<file path="config.mk">
export PLATFORM = sky130hd
export DESIGN_NAME = game_state_controller
export DESIGN_NICKNAME = d
export VERILOG_FILES = /design/src/rtl/game_state_controller.sv
export SDC_FILE = /design/constraint.sdc
export NUM_CORES = 1
export LEC_CHECK = 0
export CAP_MARGIN = 0
export CORE_MARGIN = 1
export CORE_UTILIZATION = 59
export DETAILED_ROUTE_END_ITERATION = 8
export HOLD_SLACK_MARGIN = 0.08
export PLACE_DENSITY = 0.82
export SLEW_MARGIN = 20
export SYNTH_ARGS = -nofsm -noshare
export SYNTH_HDL_FRONTEND = slang
export SYNTH_SLANG_ARGS = --single-unit
export TNS_END_PERCENT = 100
</file>
<file path="constraint.sdc">
create_clock -name CLK -period 6.75 [get_ports CLK]
set_input_delay 1.35 -clock CLK [delete_from_list [all_inputs] [get_ports CLK]]
set_output_delay 1.35 -clock CLK [all_outputs]
set_load 0.005 [all_outputs]
</file>
<file path="src/rtl/game_state_controller.sv">
// Breakout per-frame sequencer: paddle moves one cycle after FRAME_DONE,
// ball, lives and game phase one cycle later.
module game_state_controller #(
    parameter int PLAY_X_MIN  = 24,
    parameter int PLAY_X_MAX  = 776,
    parameter int PLAY_Y_MIN  = 24,
    parameter int PADDLE_Y    = 560,
    parameter int SCREEN_H    = 600,
    parameter int PADDLE_LEN  = 64,
    parameter int BALL_SIZE   = 8,
    parameter int PADDLE_STEP = 4,
    parameter int BALL_STEP   = 2,
    parameter int START_LIVES = 3
) (
    input  logic       CLK,
    input  logic       RESET,
    input  logic       FRAME_DONE,
    input  logic       BTN_LEFT,
    input  logic       BTN_RIGHT,
    input  logic       BTN_SERVE,
    output logic [9:0] PADDLE_X_PIXEL,
    output logic [9:0] BALL_X_PIXEL,
    output logic [9:0] BALL_Y_PIXEL,
    output logic [1:0] LIVES_LEFT,
    output logic       SERVING,
    output logic       GAME_OVER
);

    localparam logic [1:0] ST_SERVE = 2'd0;
    localparam logic [1:0] ST_PLAY  = 2'd1;
    localparam logic [1:0] ST_OVER  = 2'd2;

    localparam logic [1:0] PH_IDLE = 2'd0;
    localparam logic [1:0] PH_PAD  = 2'd1;
    localparam logic [1:0] PH_BALL = 2'd2;

    localparam logic signed [10:0] X_MIN   = 11'(PLAY_X_MIN);
    localparam logic signed [10:0] X_MAX   = 11'(PLAY_X_MAX);
    localparam logic signed [10:0] Y_MIN   = 11'(PLAY_Y_MIN);
    localparam logic signed [10:0] PAD_Y   = 11'(PADDLE_Y);
    localparam logic signed [10:0] SCR_H   = 11'(SCREEN_H);
    localparam logic signed [10:0] P_LEN   = 11'(PADDLE_LEN);
    localparam logic signed [10:0] B_SIZE  = 11'(BALL_SIZE);
    localparam logic signed [10:0] P_STEP  = 11'(PADDLE_STEP);
    localparam logic signed [10:0] B_STEP  = 11'(BALL_STEP);
    localparam logic signed [10:0] PAD_MAX = 11'(PLAY_X_MAX - PADDLE_LEN);
    localparam logic signed [10:0] BX_MAX  = 11'(PLAY_X_MAX - BALL_SIZE);
    localparam logic signed [10:0] HIT_Y   = 11'(PADDLE_Y - BALL_SIZE);

    localparam logic [9:0] PAD_HOME =
        10'((PLAY_X_MIN + PLAY_X_MAX - PADDLE_LEN) / 2);
    localparam logic [9:0] PARK_OFS = 10'((PADDLE_LEN - BALL_SIZE) / 2);
    localparam logic [9:0] PARK_Y   = 10'(PADDLE_Y - BALL_SIZE);
    localparam logic [1:0] LIVES_INIT = 2'(START_LIVES);

    logic [1:0] phase_q;
    logic [1:0] phase_d;
    logic       btn_l_q;
    logic       btn_r_q;
    logic       btn_s_q;
    logic [9:0] paddle_q;
    logic [9:0] paddle_d;
    logic [9:0] ball_x_q;
    logic [9:0] ball_x_d;
    logic [9:0] ball_y_q;
    logic [9:0] ball_y_d;
    logic [1:0] lives_q;
    logic [1:0] lives_d;
    logic [1:0] state_q;
    logic [1:0] state_d;
    logic       dir_x_q;
    logic       dir_x_d;
    logic       dir_y_q;
    logic       dir_y_d;

    logic              take;
    logic [9:0]        park_x;
    logic signed [10:0] pad_s;
    logic signed [10:0] pad_l;
    logic signed [10:0] pad_r;
    logic signed [10:0] bx_s;
    logic signed [10:0] by_s;
    logic signed [10:0] nx;
    logic signed [10:0] ny;

    // A pulse landing while the paddle update is pending is dropped.
    assign take = FRAME_DONE && (phase_q != PH_PAD);

    always_comb begin
        phase_d = PH_IDLE;
        if (take) begin
            phase_d = PH_PAD;
        end else if (phase_q == PH_PAD) begin
            phase_d = PH_BALL;
        end
    end

    assign pad_s = $signed({1'b0, paddle_q});
    assign pad_l = pad_s - P_STEP;
    assign pad_r = pad_s + P_STEP;

    always_comb begin
        paddle_d = paddle_q;
        if (btn_l_q && !btn_r_q) begin
            paddle_d = (pad_l < X_MIN) ? X_MIN[9:0] : pad_l[9:0];
        end else if (btn_r_q && !btn_l_q) begin
            paddle_d = (pad_r > PAD_MAX) ? PAD_MAX[9:0] : pad_r[9:0];
        end
    end

    assign park_x = paddle_q + PARK_OFS;
    assign bx_s   = $signed({1'b0, ball_x_q});
    assign by_s   = $signed({1'b0, ball_y_q});

    always_comb begin
        ball_x_d = ball_x_q;
        ball_y_d = ball_y_q;
        dir_x_d  = dir_x_q;
        dir_y_d  = dir_y_q;
        state_d  = state_q;
        lives_d  = lives_q;
        nx = dir_x_q ? (bx_s + B_STEP) : (bx_s - B_STEP);
        ny = dir_y_q ? (by_s + B_STEP) : (by_s - B_STEP);
        case (state_q)
            ST_SERVE: begin
                ball_x_d = park_x;
                ball_y_d = PARK_Y;
                if (btn_s_q) begin
                    state_d = ST_PLAY;
                    dir_x_d = 1'b1;
                    dir_y_d = 1'b0;
                end
            end
            ST_PLAY: begin
                if (nx < X_MIN) begin
                    nx      = X_MIN;
                    dir_x_d = 1'b1;
                end else if (nx + B_SIZE > X_MAX) begin
                    nx      = BX_MAX;
                    dir_x_d = 1'b0;
                end
                if (ny < Y_MIN) begin
                    ny      = Y_MIN;
                    dir_y_d = 1'b1;
                end
                // Paddle test uses the paddle already moved this frame.
                if (dir_y_d
                    && (by_s + B_SIZE <= PAD_Y)
                    && (ny + B_SIZE > PAD_Y)
                    && (nx + B_SIZE > pad_s)
                    && (nx < pad_s + P_LEN)) begin
                    ny      = HIT_Y;
                    dir_y_d = 1'b0;
                end
                if (ny >= SCR_H) begin
                    lives_d = lives_q - 2'd1;
                    if (lives_q == 2'd1) begin
                        state_d = ST_OVER;
                    end else begin
                        state_d  = ST_SERVE;
                        ball_x_d = park_x;
                        ball_y_d = PARK_Y;
                        dir_x_d  = 1'b1;
                        dir_y_d  = 1'b0;
                    end
                end else begin
                    ball_x_d = nx[9:0];
                    ball_y_d = ny[9:0];
                end
            end
            ST_OVER: begin
                lives_d = 2'd0;
                if (btn_s_q) begin
                    lives_d  = LIVES_INIT;
                    state_d  = ST_SERVE;
                    ball_x_d = park_x;
                    ball_y_d = PARK_Y;
                    dir_x_d  = 1'b1;
                    dir_y_d  = 1'b0;
                end
            end
            default: begin
                state_d = ST_SERVE;
            end
        endcase
    end

    always_ff @(posedge CLK) begin
        if (RESET) begin
            phase_q  <= PH_IDLE;
            btn_l_q  <= 1'b0;
            btn_r_q  <= 1'b0;
            btn_s_q  <= 1'b0;
            paddle_q <= PAD_HOME;
            ball_x_q <= PAD_HOME + PARK_OFS;
            ball_y_q <= PARK_Y;
            lives_q  <= LIVES_INIT;
            state_q  <= ST_SERVE;
            dir_x_q  <= 1'b1;
            dir_y_q  <= 1'b0;
        end else begin
            phase_q <= phase_d;
            if (take) begin
                btn_l_q <= BTN_LEFT;
                btn_r_q <= BTN_RIGHT;
                btn_s_q <= BTN_SERVE;
            end
            if (phase_q == PH_PAD && state_q != ST_OVER) begin
                paddle_q <= paddle_d;
            end
            if (phase_q == PH_BALL) begin
                ball_x_q <= ball_x_d;
                ball_y_q <= ball_y_d;
                lives_q  <= lives_d;
                state_q  <= state_d;
                dir_x_q  <= dir_x_d;
                dir_y_q  <= dir_y_d;
            end
        end
    end

    assign PADDLE_X_PIXEL = paddle_q;
    assign BALL_X_PIXEL   = ball_x_q;
    assign BALL_Y_PIXEL   = ball_y_q;
    assign LIVES_LEFT     = lives_q;
    assign SERVING        = (state_q == ST_SERVE);
    assign GAME_OVER      = (state_q == ST_OVER);

endmodule
</file>
**Yosys cells after proc, flatten, opt, wreduce, memory -nomap -nowiden**

Cells that the tools add are included.

- Memories: 0
- Register bits after elaboration: 41
- Latch bits: 0
- Input port bits: 6
- Output and inout bits: 34
- Bits in read-only memories: 0
- Bits in writable memories: 0

- Reduce and logical (&&, ||, !) cells: 22
- Shifts and indexed selects: 0
- Bitwise gates (word level): 0
- Divide/modulo/power cells: 0
- Mux-type cells: 44
- Add/sub/neg operators: 13
- $lt $le $gt $ge: 10
- Multiply operators: 0
- Equality and inequality tests: 12

Operators with widths:

| operator | count |
|---|---|
| 2-to-1 mux 10 bit | 10 |
| 2-to-1 mux 11 bit | 9 |
| case mux 10 bit (3 select lines) | 2 |
| adder 11 x 5 -> 11 bit, second input constant | 3 |
| greater-than comparator 11 bit, second input constant | 3 |
| less-than comparator 11 x 6 -> 1 bit, second input constant | 3 |
| adder 10 x 2 -> 11 bit, second input constant | 2 |
| subtractor 10 x 2 -> 11 bit, second input constant | 2 |
| 2-to-1 mux 2 bit | 7 |
| 2-to-1 mux 1 bit | 12 |
| adder 10 x 3 -> 11 bit, second input constant | 1 |
| adder 10 x 4 -> 11 bit, second input constant | 1 |
| adder 10 x 7 -> 11 bit, second input constant | 1 |
| >= comparator 11 bit, second input constant | 1 |
| greater-than comparator 11 bit | 1 |
| <= comparator 11 bit, second input constant | 1 |
| less-than comparator 11 bit | 1 |
| subtractor 10 x 3 -> 11 bit, second input constant | 1 |
| adder 10 x 5 -> 10 bit, second input constant | 1 |
| logical AND 1 bit | 8 |
| inequality test 2 x 1 -> 1 bit, second input constant | 4 |
| AND reduction 4 bit | 2 |
| equality test 2 x 1 -> 1 bit, second input constant | 3 |
| case mux 2 bit (3 select lines) | 1 |
| other kinds (13) | 21 |

**Logic depth before layout (Yosys ltp)**

Gate-level depths: netlist of run 1.

- Depth after elaboration: 16
- Gate-level depth with buffers: 27
- Gate-level depth less buffers: 25

**Worst setup path after synthesis of run 1**

No wires, ideal clock.

- Path type: reg2reg
- Start: reg dir_x_q
- End: reg ball_x_q[6] (netlist: BALL_X_PIXEL[6])
- Required time: 6.620 ns
- Path buffers: 2
- Period minus slack after synthesis: 5.802 ns
- Cell stages (with the launch flop): 27
- Setup time: 0.130 ns
- Arrival time: 5.672 ns
- Slack: 0.948 ns
- Cell sequence: dfxtp_1 inv_1 ha_1 buf_6 a21o_1 a31o_1 or2_1 o311ai_2 a41oi_2 o21ai_0 ha_1 nand3_1 nor4_1 xor2_1 nor2_1 ha_1 nand3_1 nor2_1 o21a_1 a211oi_1 a2111oi_0 o211ai_1 a311oi_2 a21oi_2 buf_2 a211oi_1 o32ai_1

- Word-level cells in the longest chain between the ends: 15
- Elaborated cells between the ends (all ways): 19
- Those cells by class: 2 x add/sub; 5 x order compare; 1 x eq/ne; 8 x mux; 3 x reduce/logical

RTL lines:

| what | line | RTL |
|---|---|---|
| start: declaration | 71 | `logic dir_x_q;` |
| start signal: assignment | 216 | `dir_x_q <= dir_x_d;` |
| 2-to-1 mux 11 bit (*) | 122 | `nx = dir_x_q ? (bx_s + B_STEP) : (bx_s - B_STEP);` |
| adder 11 x 5 -> 11 bit | 138 | `end else if (nx + B_SIZE > X_MAX) begin` |
| greater-than comparator 11 bit | 138 |  |
| 2-to-1 mux 11 bit | 138 |  |
| 2-to-1 mux 11 bit (*) | 135 | `if (nx < X_MIN) begin` |
| 2-to-1 mux 11 bit (*) | 124 | `case (state_q)` |
| adder 11 x 5 -> 11 bit | 150 | `&& (nx + B_SIZE > pad_s)` |
| greater-than comparator 11 bit | 150 |  |
| logical AND 1 bit | 150 |  |
| logical AND 1 bit | 151 | `&& (nx < pad_s + P_LEN)) begin` |
| 2-to-1 mux 11 bit | 147 | `if (dir_y_d` |
| 2-to-1 mux 11 bit | 124 |  |
| >= comparator 11 bit | 155 | `if (ny >= SCR_H) begin` |
| inequality test 3 bit (no line) / 2-to-1 mux 10 bit (equally long branches) | -- |  |
| AND reduction 4 bit (no line) / case mux 10 bit (3 select lines) (equally long branches) | -- |  |
| end signal: assignment | 195 | `ball_x_q <= PAD_HOME + PARK_OFS;` |
| end signal: assignment | 212 | `ball_x_q <= ball_x_d;` |
| end: declaration | 63 | `logic [9:0] ball_x_q;` |

Every way passes the cells marked *; elsewhere a longest branch is shown, timed or not. The select of a mux whose other input is x is not followed.
A chain may end at the register's enable or synchronous reset.

**Worst setup path in the final report of run 1**

- Start: reg dir_x_q
- End: reg lives_q[1] (netlist: LIVES_LEFT[1])

- Word-level cells in the longest chain between the ends: 15
- Elaborated cells between the ends (all ways): 17
- Those cells by class: 2 x add/sub; 5 x order compare; 1 x eq/ne; 6 x mux; 3 x reduce/logical

RTL lines:

| what | line | RTL |
|---|---|---|
| 2-to-1 mux 11 bit (*) | 122 |  |
| adder 11 x 5 -> 11 bit | 138 |  |
| greater-than comparator 11 bit | 138 |  |
| 2-to-1 mux 11 bit | 138 |  |
| 2-to-1 mux 11 bit (*) | 135 |  |
| 2-to-1 mux 11 bit (*) | 124 |  |
| adder 11 x 5 -> 11 bit | 150 |  |
| greater-than comparator 11 bit | 150 |  |
| logical AND 1 bit | 150 |  |
| logical AND 1 bit (*) | 151 |  |
| 2-to-1 mux 11 bit (*) | 147 |  |
| 2-to-1 mux 11 bit (*) | 124 |  |
| >= comparator 11 bit (*) | 155 |  |
| inequality test 2 bit (no line) (*) | -- |  |
| AND reduction 3 bit (no line) (*) | -- |  |
| end signal: assignment | 214 | `lives_q <= lives_d;` |
| end: declaration | 67 | `logic [1:0] lives_q;` |

Marks and branches as above.

==> load_flow_metrics.sql, run 1 <==
INSERT INTO impl_metrics (metric_group, metric, value, unit) VALUES
('synthesis', 'synth.ff_latch_count', '39', ''),
('placement', 'placement.cell_area', '4660', 'um^2'),
('power_and_ir_drop', 'max-vdd-ir-drop', '0.0744', 'mV'),
('detailed_routing', 'dr_total_vias', '4636', ''),
('floorplanning', 'dieHeight', '86.7', 'um'),
('worst_setup_path', 'cpMaxStageDelayCell', 'dfxtp_1', ''),
('synthesis', 'synthXorXnorAreaFrac', '6.82', '%'),
('run', 'cap_violations', '0', ''),
('finish', 'antenna_cells_inserted', '0', ''),
('min_path', 'timing.hold.worst_endpoint', 'BALL_X_PIXEL[0]', ''),
('power_and_ir_drop', 'p_leak', '0.00190', 'uW'),
('timing', 'timing.final.max_slew_violations', '0', ''),
('timing', 'final_period_minus_worst_setup_slack', '6.43', 'ns'),
('run_status', 'outcome', 'finished clean', ''),
('worst_setup_path', 'regToRegSetupSlack', '0.32', 'ns'),
('timing', 'fmax', '155', 'MHz'),
('floorplanning', 'die_w', '86.7', 'um'),
('placement', 'gp_congestion', '1.02', ''),
('floorplanning', 'io_pins', '40', ''),
('floorplanning', 'placeableCoreArea', '6870', 'um^2'),
('finish', 'final_common_cell', 'a21oi_1', ''),
('worst_setup_path', 'crit-reg2reg-capture', 'LIVES_LEFT[1]', ''),
('floorplanning', 'num_rows', '30', ''),
('worst_setup_path', 'crit-reg2reg-launch', 'dir_x_q', ''),
('min_path', 'hold-path-cell-count', '2', ''),
('worst_setup_path', 'slowest_delay', '0.45', 'ns'),
('synthesis', 'seq_area_frac_synth', '18.4', '%'),
('finish', 'layout.nets', '644', ''),
('synthesis', 'share_of_flip_flops_with_an_asynchronous_set_or_reset_after_synthesis', '0', '%'),
('detailed_routing', 'drt_wl_total', '12.5', 'mm'),
('finish', 'area_growth_syn_to_layout', '14.0', '%'),
('timing', 'setup_viol_count_final', '0', ''),
('finish', 'layout_common_cells', 'a21oi_1 (46), nor2_1 (43), ha_1 (42)', ''),
('placement', 'place.port_buffers', '37', ''),
('clock_tree', 'worst_skew_pair.late_latency', '0.30', 'ns'),
('detailed_routing', 'route.detailed.vias_per_inst', '6.71', ''),
('global_route', 'grt_pass1_vias', '4113', ''),
('clock_tree', 'clk_transition_reported_paths', '0.08', 'ns'),
('detailed_routing', 'drcViolationCount', '0', ''),
('worst_setup_path', 'ff2ff_path_depth', '25', ''),
('synthesis', 'synth_mux_area_share', '0.236', '%'),
('clock_tree', 'cts_inserted_buffers', '5', ''),
('worst_setup_path', 'path_max_fanout', '12', ''),
('synthesis', 'synth_top_family_by_area', 'compound AO/OA/AOI/OAI gates', ''),
('worst_setup_path', 'critical_path_arrival', '6.64', 'ns'),
('clock_tree', 'clock_path_buffers', '2', ''),
('synthesis', 'netlist-cell-type-count', '79', ''),
('detailed_routing', 'drt_first_pass_iters', '6', ''),
('worst_setup_path', 'worstSetupEndpointType', 'register', ''),
('detailed_routing', 'detail-route-antenna-nets', '0', ''),
('worst_setup_path', 'timing_worst_setup_path_type', 'reg -> reg', ''),
('synthesis', 'synth_ff_type', 'dfxtp_1', ''),
('global_route', 'antenna_found_initial', '0', ''),
('floorplanning', 'initial_utilization', '61.7', '%'),
('global_route', 'grt_max_degree', '27', ''),
('worst_setup_path', 'number_of_buffer_and_inverter_stages_on_the_critical_path', '2', ''),
('synthesis', 'post_synth_and_or_nand_nor_area_fraction', '23.2', '%'),
('synthesis', 'syn_inst', '561', ''),
('clock_tree', 'tritoncts_num_sinks', '39', ''),
('synthesis', 'synth-compound-area-share', '32.5', '%'),
('worst_setup_path', 'crit_required', '6.95', 'ns'),
('synthesis', 'synthesis.yosys.warnings', '0', ''),
('global_route', 'gr-usage-all-layers', '33.8', '%'),
('finish', 'post_route_cells_drive_above_1_share', '7.56', '%'),
('timing', 'hold_violations', '0', ''),
('timing', 'slew_headroom', '26.9', '%'),
('synthesis', 'synth.cell_area', '4240', 'um^2'),
('global_route', 'grt_first_pass_wirelength', '20.0', 'mm'),
('timing', 'min_period_over_period', '95.3', '%'),
('clock_tree', 'ctsHtreeMaxLevel', '2', ''),
('worst_setup_path', 'start_kind', 'register', '');
==> cell type report <==
class / instances / area, um^2
Multi-Input combinational cell: 467 / 3270
Fill cell: 583 / 2040
Inverter: 34 / 131
Clock inverter: 2 / 12.5
Tap cell: 96 / 120
Sequential cell: 39 / 781
Timing Repair Buffer: 47 / 445
Clock buffer: 6 / 72.6
==> metal layers <==
layer / part of all wire [%] / global-route usage [%] / vias to the layer above
met5: 0 / 0 / -
met4: 2.4 / 11.5 / 0
li1: - / - / 2180
met1: 43 / 45.3 / 2161
met3: 9.2 / 6.86 / 31
met2: 46 / 54.1 / 264
==> tightest hold or removal path: stages, from the launching register on <==
cell and delay, ns:
dfxtp_1 0.33, nand2_1 0.06, a21oi_1 0.03
==> power breakdown <==
| group | switching (uW) | internal [uW] | total, uW | leakage, uW |
|---|---|---|---|---|
| registers | 7.50 | 235 | 242 | 0.000316 |
| clock network | 92.0 | 72.4 | 164 | 0.0000412 |
| logic | 50.2 | 35.2 | 85.4 | 0.00154 |
==> synthesized netlist by cell type (5+ instances only) <==
cell type   n  area, um^2
nand4_1    10        62.6
a31oi_1     8        50.1
ha_1       42         526
o22ai_1    10        62.6
nor2_1     44         165
and3_1      6        37.5
o31ai_1     6        45.0
nor3_1     15        75.1
nor2b_1     6        37.5
nand3_1    26         130
xnor2_1    23         201
o21ai_1     5        25.0
a21oi_1    46         230
dfxtp_1    39         781
or3_1       6        37.5
a211oi_1   10        75.1
xor2_1     10        87.6
a22oi_1     6        45.0
a21o_1     11        82.6
o211ai_1    5        37.5
clkbuf_1   18        67.6
nand2_1    42         158
nand2b_1   10        62.6
inv_1      34         128
o21ai_0    29         145
==> stage by stage <==
stage	setup WS, ns	hold slack [ns]	cells
after CTS	0.0901	0.457	685
after global placement	0.525	0.444	677
after global routing	-0.119	0.463	691
after floorplan	0.948	0.436	563
final	0.317	0.457	691
after detailed placement	0.0917	0.443	677
==> what timing repair did <==
action / 4_1_cts / 5_1_grt
buffers inserted: 0 / 6
resized for setup: 0 / 12
hold buffers: 0 / 0
setup endpoints to repair: 0 / 26
==> registers in the layout, summed over array words and instances (netlist names) <==
register        count
btn_r_q             1
btn_l_q             1
BALL_X_PIXEL       10
btn_s_q             1
BALL_Y_PIXEL       10
dir_y_q             1
dir_x_q             1
state_q             2
LIVES_LEFT          2
phase_q             2
PADDLE_X_PIXEL      8
==> kinds of logic (layout without fill, tap and decap cells) <==
family	count (synthesis)	in the layout
fa+ha+maj	44	44
compound gates	192	192
xor+xnor	33	33
simple gates	194	194
other cells	1	3
buf+inv	57	89
flops	39	39
mux	1	1
==> worst max-delay path by stage <==
stage / from / to / slack [ns] / depth (start not counted)
global route: dir_x_q / LIVES_LEFT[1] / -0.12 / 27
CTS: dir_x_q / LIVES_LEFT[1] / 0.09 / 25
detailed placement: dir_x_q / LIVES_LEFT[1] / 0.09 / 25
global placement: dir_x_q / LIVES_LEFT[1] / 0.52 / 25
finish: dir_x_q / LIVES_LEFT[1] / 0.32 / 25
floorplan: dir_x_q / BALL_X_PIXEL[6] / 0.95 / 26
(Power assumes the default switching activity.)
==> inputs of run 2 (changes only) <==
--- a/config.mk
+++ b/config.mk
@@ -8,6 +8,7 @@
 export CAP_MARGIN = 0
 export CORE_MARGIN = 1
 export CORE_UTILIZATION = 59
+export CTS_CLUSTER_DIAMETER = 200
 export DETAILED_ROUTE_END_ITERATION = 8
 export HOLD_SLACK_MARGIN = 0.08
 export PLACE_DENSITY = 0.82
@@ -15,4 +16,3 @@
 export SYNTH_ARGS = -nofsm -noshare
 export SYNTH_HDL_FRONTEND = slang
 export SYNTH_SLANG_ARGS = --single-unit
-export TNS_END_PERCENT = 100
==> results of run 2 <==
The final DEF is identical to that of run 1; final timing and power are the same.
==> inputs of run 3 (changes only) <==
--- a/config.mk
+++ b/config.mk
@@ -7,11 +7,10 @@
 export LEC_CHECK = 0
 export CAP_MARGIN = 0
 export CORE_MARGIN = 1
-export CORE_UTILIZATION = 59
+export CORE_UTILIZATION = 40
 export CTS_CLUSTER_DIAMETER = 200
 export DETAILED_ROUTE_END_ITERATION = 8
 export HOLD_SLACK_MARGIN = 0.08
-export PLACE_DENSITY = 0.82
 export SLEW_MARGIN = 20
 export SYNTH_ARGS = -nofsm -noshare
 export SYNTH_HDL_FRONTEND = slang
==> load_flow_metrics.sql, run 3 (synthesis gave the netlist of run 1 again) <==
INSERT INTO impl_metrics (metric_group, metric, value, unit) VALUES
('floorplanning', 'io_pins', '40', ''),
('clock_tree', 'clk_transition_reported_paths', '0.09', 'ns'),
('worst_setup_path', 'crit_required', '6.95', 'ns'),
('detailed_routing', 'detail-route-antenna-nets', '0', ''),
('timing', 'fmax', '154', 'MHz'),
('run', 'cap_violations', '0', ''),
('power_and_ir_drop', 'power_per_cell_area', '108', 'nW/um^2'),
('finish', 'area_growth_syn_to_layout', '15.5', '%'),
('floorplanning', 'initial_utilization', '41.2', '%'),
('clock_tree', 'tritoncts_num_sinks', '39', ''),
('clock_tree', 'clock_path_buffers', '2', ''),
('timing', 'timing_worst_slew_pin_value', '0.817', 'ns'),
('finish', 'filler_cell_count', '1060', ''),
('global_route', 'grt_max_degree', '27', ''),
('finish', 'final_common_cell', 'a21oi_1', ''),
('global_route', 'grt_first_pass_wirelength', '21.0', 'mm'),
('clock_tree', 'cts_tree', 'yes', ''),
('clock_tree', 'ctsHtreeMaxLevel', '2', ''),
('detailed_routing', 'drt_first_pass_iters', '4', ''),
('timing', 'hold_violations', '0', ''),
('power_and_ir_drop', 'max-vdd-ir-drop', '0.0646', 'mV'),
('finish', 'final_area', '4890', 'um^2'),
('clock_tree', 'cts_inserted_buffers', '5', ''),
('finish', 'antenna_cells_inserted', '0', ''),
('detailed_routing', 'detailedRoute.firstIterationViolations', '280', ''),
('clock_tree', 'clk_root_buffer_cell', 'clkbuf_8', ''),
('worst_setup_path', 'path_max_fanout', '12', ''),
('global_route', 'gr-usage-all-layers', '23.7', '%'),
('placement', 'place.port_buffers', '37', ''),
('global_route', 'grt_pass1_vias', '4075', ''),
('detailed_routing', 'route.detailed.vias_per_inst', '6.10', ''),
('finish', 'layout.nets', '644', ''),
('finish', 'post_route_cells_drive_above_1_share', '7.73', '%'),
('placement', 'placedCellCount', '719', ''),
('clock_tree', 'cts-hold-fix-buffers', '0', ''),
('power_and_ir_drop', 'p_leak', '0.00191', 'uW'),
('timing', 'min_period_over_period', '95.9', '%'),
('global_route', 'antenna_found_initial', '0', ''),
('floorplanning', 'num_rows', '37', ''),
('floorplanning', 'placeableCoreArea', '10300', 'um^2'),
('floorplanning', 'die_w', '105', 'um'),
('floorplanning', 'dieHeight', '105', 'um'),
('timing', 'slew_headroom', '45.4', '%'),
('detailed_routing', 'drcViolationCount', '0', ''),
('placement', 'dp_hpwl', '10.1', 'mm'),
('detailed_routing', 'dr_total_vias', '4457', ''),
('finish', 'layoutNonFillerInstCount', '731', ''),
('worst_setup_path', 'start_kind', 'register', ''),
('global_route', 'gr-total-overflow', '0', ''),
('placement', 'placement.cell_area', '4730', 'um^2'),
('detailed_routing', 'mean_routed_wirelength_per_cell', '17.8', 'um'),
('min_path', 'timing.hold.worst.class', 'reg -> reg', ''),
('worst_setup_path', 'worstSetupEndpointType', 'register', ''),
('timing', 'timing.final.max_slew_violations', '0', ''),
('worst_setup_path', 'timing_worst_setup_path_type', 'reg -> reg', ''),
('timing', 'setup_viol_count_final', '0', ''),
('finish', 'layout_common_cells', 'a21oi_1 (46), nor2_1 (43), nand2_1 (42)', ''),
('detailed_routing', 'drt_wl_total', '13.0', 'mm'),
('timing', 'setup_total_negative_slack', '0', 'ns'),
('floorplanning', 'die_area', '11000', 'um^2'),
('placement', 'gp_congestion', '0.912', ''),
('timing', 'final_period_minus_worst_setup_slack', '6.48', 'ns'),
('clock_tree', 'worst_skew_pair.late_latency', '0.30', 'ns'),
('worst_setup_path', 'critical_path_arrival', '6.67', 'ns'),
('run_status', 'outcome', 'finished clean', ''),
('timing', 'clock-skew-final', '0.00687', 'ns');
==> run 3: what timing repair did <==
| action | in CTS | in global routing |
|---|---|---|
| resized for setup | 0 | 10 |
| setup endpoints to repair | 0 | 26 |
| buffers inserted | 0 | 4 |
==> run 3: through the flow <==
step           utilization [%]  hold slack (ns)  power, uW  setup slack, ns
3_3_place_gp              46.0            0.447        329            0.496
4_1_cts                   47.1            0.462        529           0.0562
2_1_floorplan                -            0.436        302            0.948
5_1_grt                   47.6            0.493        555         -0.00922
6_report                  47.6            0.462        529            0.274
3_5_place_dp              46.0            0.446        330           0.0850
==> run 3: path summary, 6_finish.rpt <==
path | startpoint | endpoint | slack [ns] | cells past startpoint
worst max-delay path | dir_x_q | LIVES_LEFT[1] | 0.27 | 24
worst min-delay path | btn_l_q | btn_l_q | 0.46 | 2
worst max register to register | dir_x_q | LIVES_LEFT[1] | 0.27 | 24
worst min register to register | btn_l_q | btn_l_q | 0.46 | 2
==> run 3: layout make-up <==
| class | count | area [um^2] | share of cell area, % |
|---|---|---|---|
| inverters | 34 | 131 | 2.69 |
| multi-input cells | 467 | 3250 | 66.5 |
| well taps | 136 | 170 | 3.48 |
| clock inverters | 3 | 43.8 | 0.896 |
| flip-flops and latches | 39 | 781 | 16.0 |
| clock buffers | 5 | 68.8 | 1.41 |
| repair buffers | 47 | 443 | 9.06 |
==> run 3: report_power, final <==
group	switching, uW	internal [uW]
Clock	91.5	110
Sequential	8.03	235
Combinational	49.1	35.5
==> run 3: worst max-delay path, cell delays in order (launching register included) <==
cell and delay, ns:
dfxtp_1 0.45, clkinvlp_4 0.23, ha_2 0.36, a21o_1 0.21
a31o_1 0.24, or3_1 0.39, a221oi_2 0.32, a41oi_2 0.31
o21ai_0 0.22, ha_1 0.24, nand3_1 0.11, nor4_1 0.26
xor2_1 0.19, nor2_1 0.06, ha_1 0.32, nand3_1 0.11
nor2_2 0.21, o21a_1 0.17, a211oi_1 0.06, a2111oi_1 0.47
o211ai_1 0.25, a311oi_2 0.39, a21oi_2 0.23, a221o_1 0.35
a31o_1 0.21
==> run 3: layer usage <==
| layer | share of wire [%] | GRT usage, % | wire [um] | up-vias |
|---|---|---|---|---|
| met1 | 48 | 34.0 | 6280 | 2088 |
| met5 | 0 | 0 | 0 | - |
| met4 | 1.2 | 5.53 | 161 | 0 |
| li1 | - | - | - | 2192 |
| met3 | 5.0 | 2.18 | 654 | 13 |
| met2 | 45 | 38.0 | 5890 | 164 |
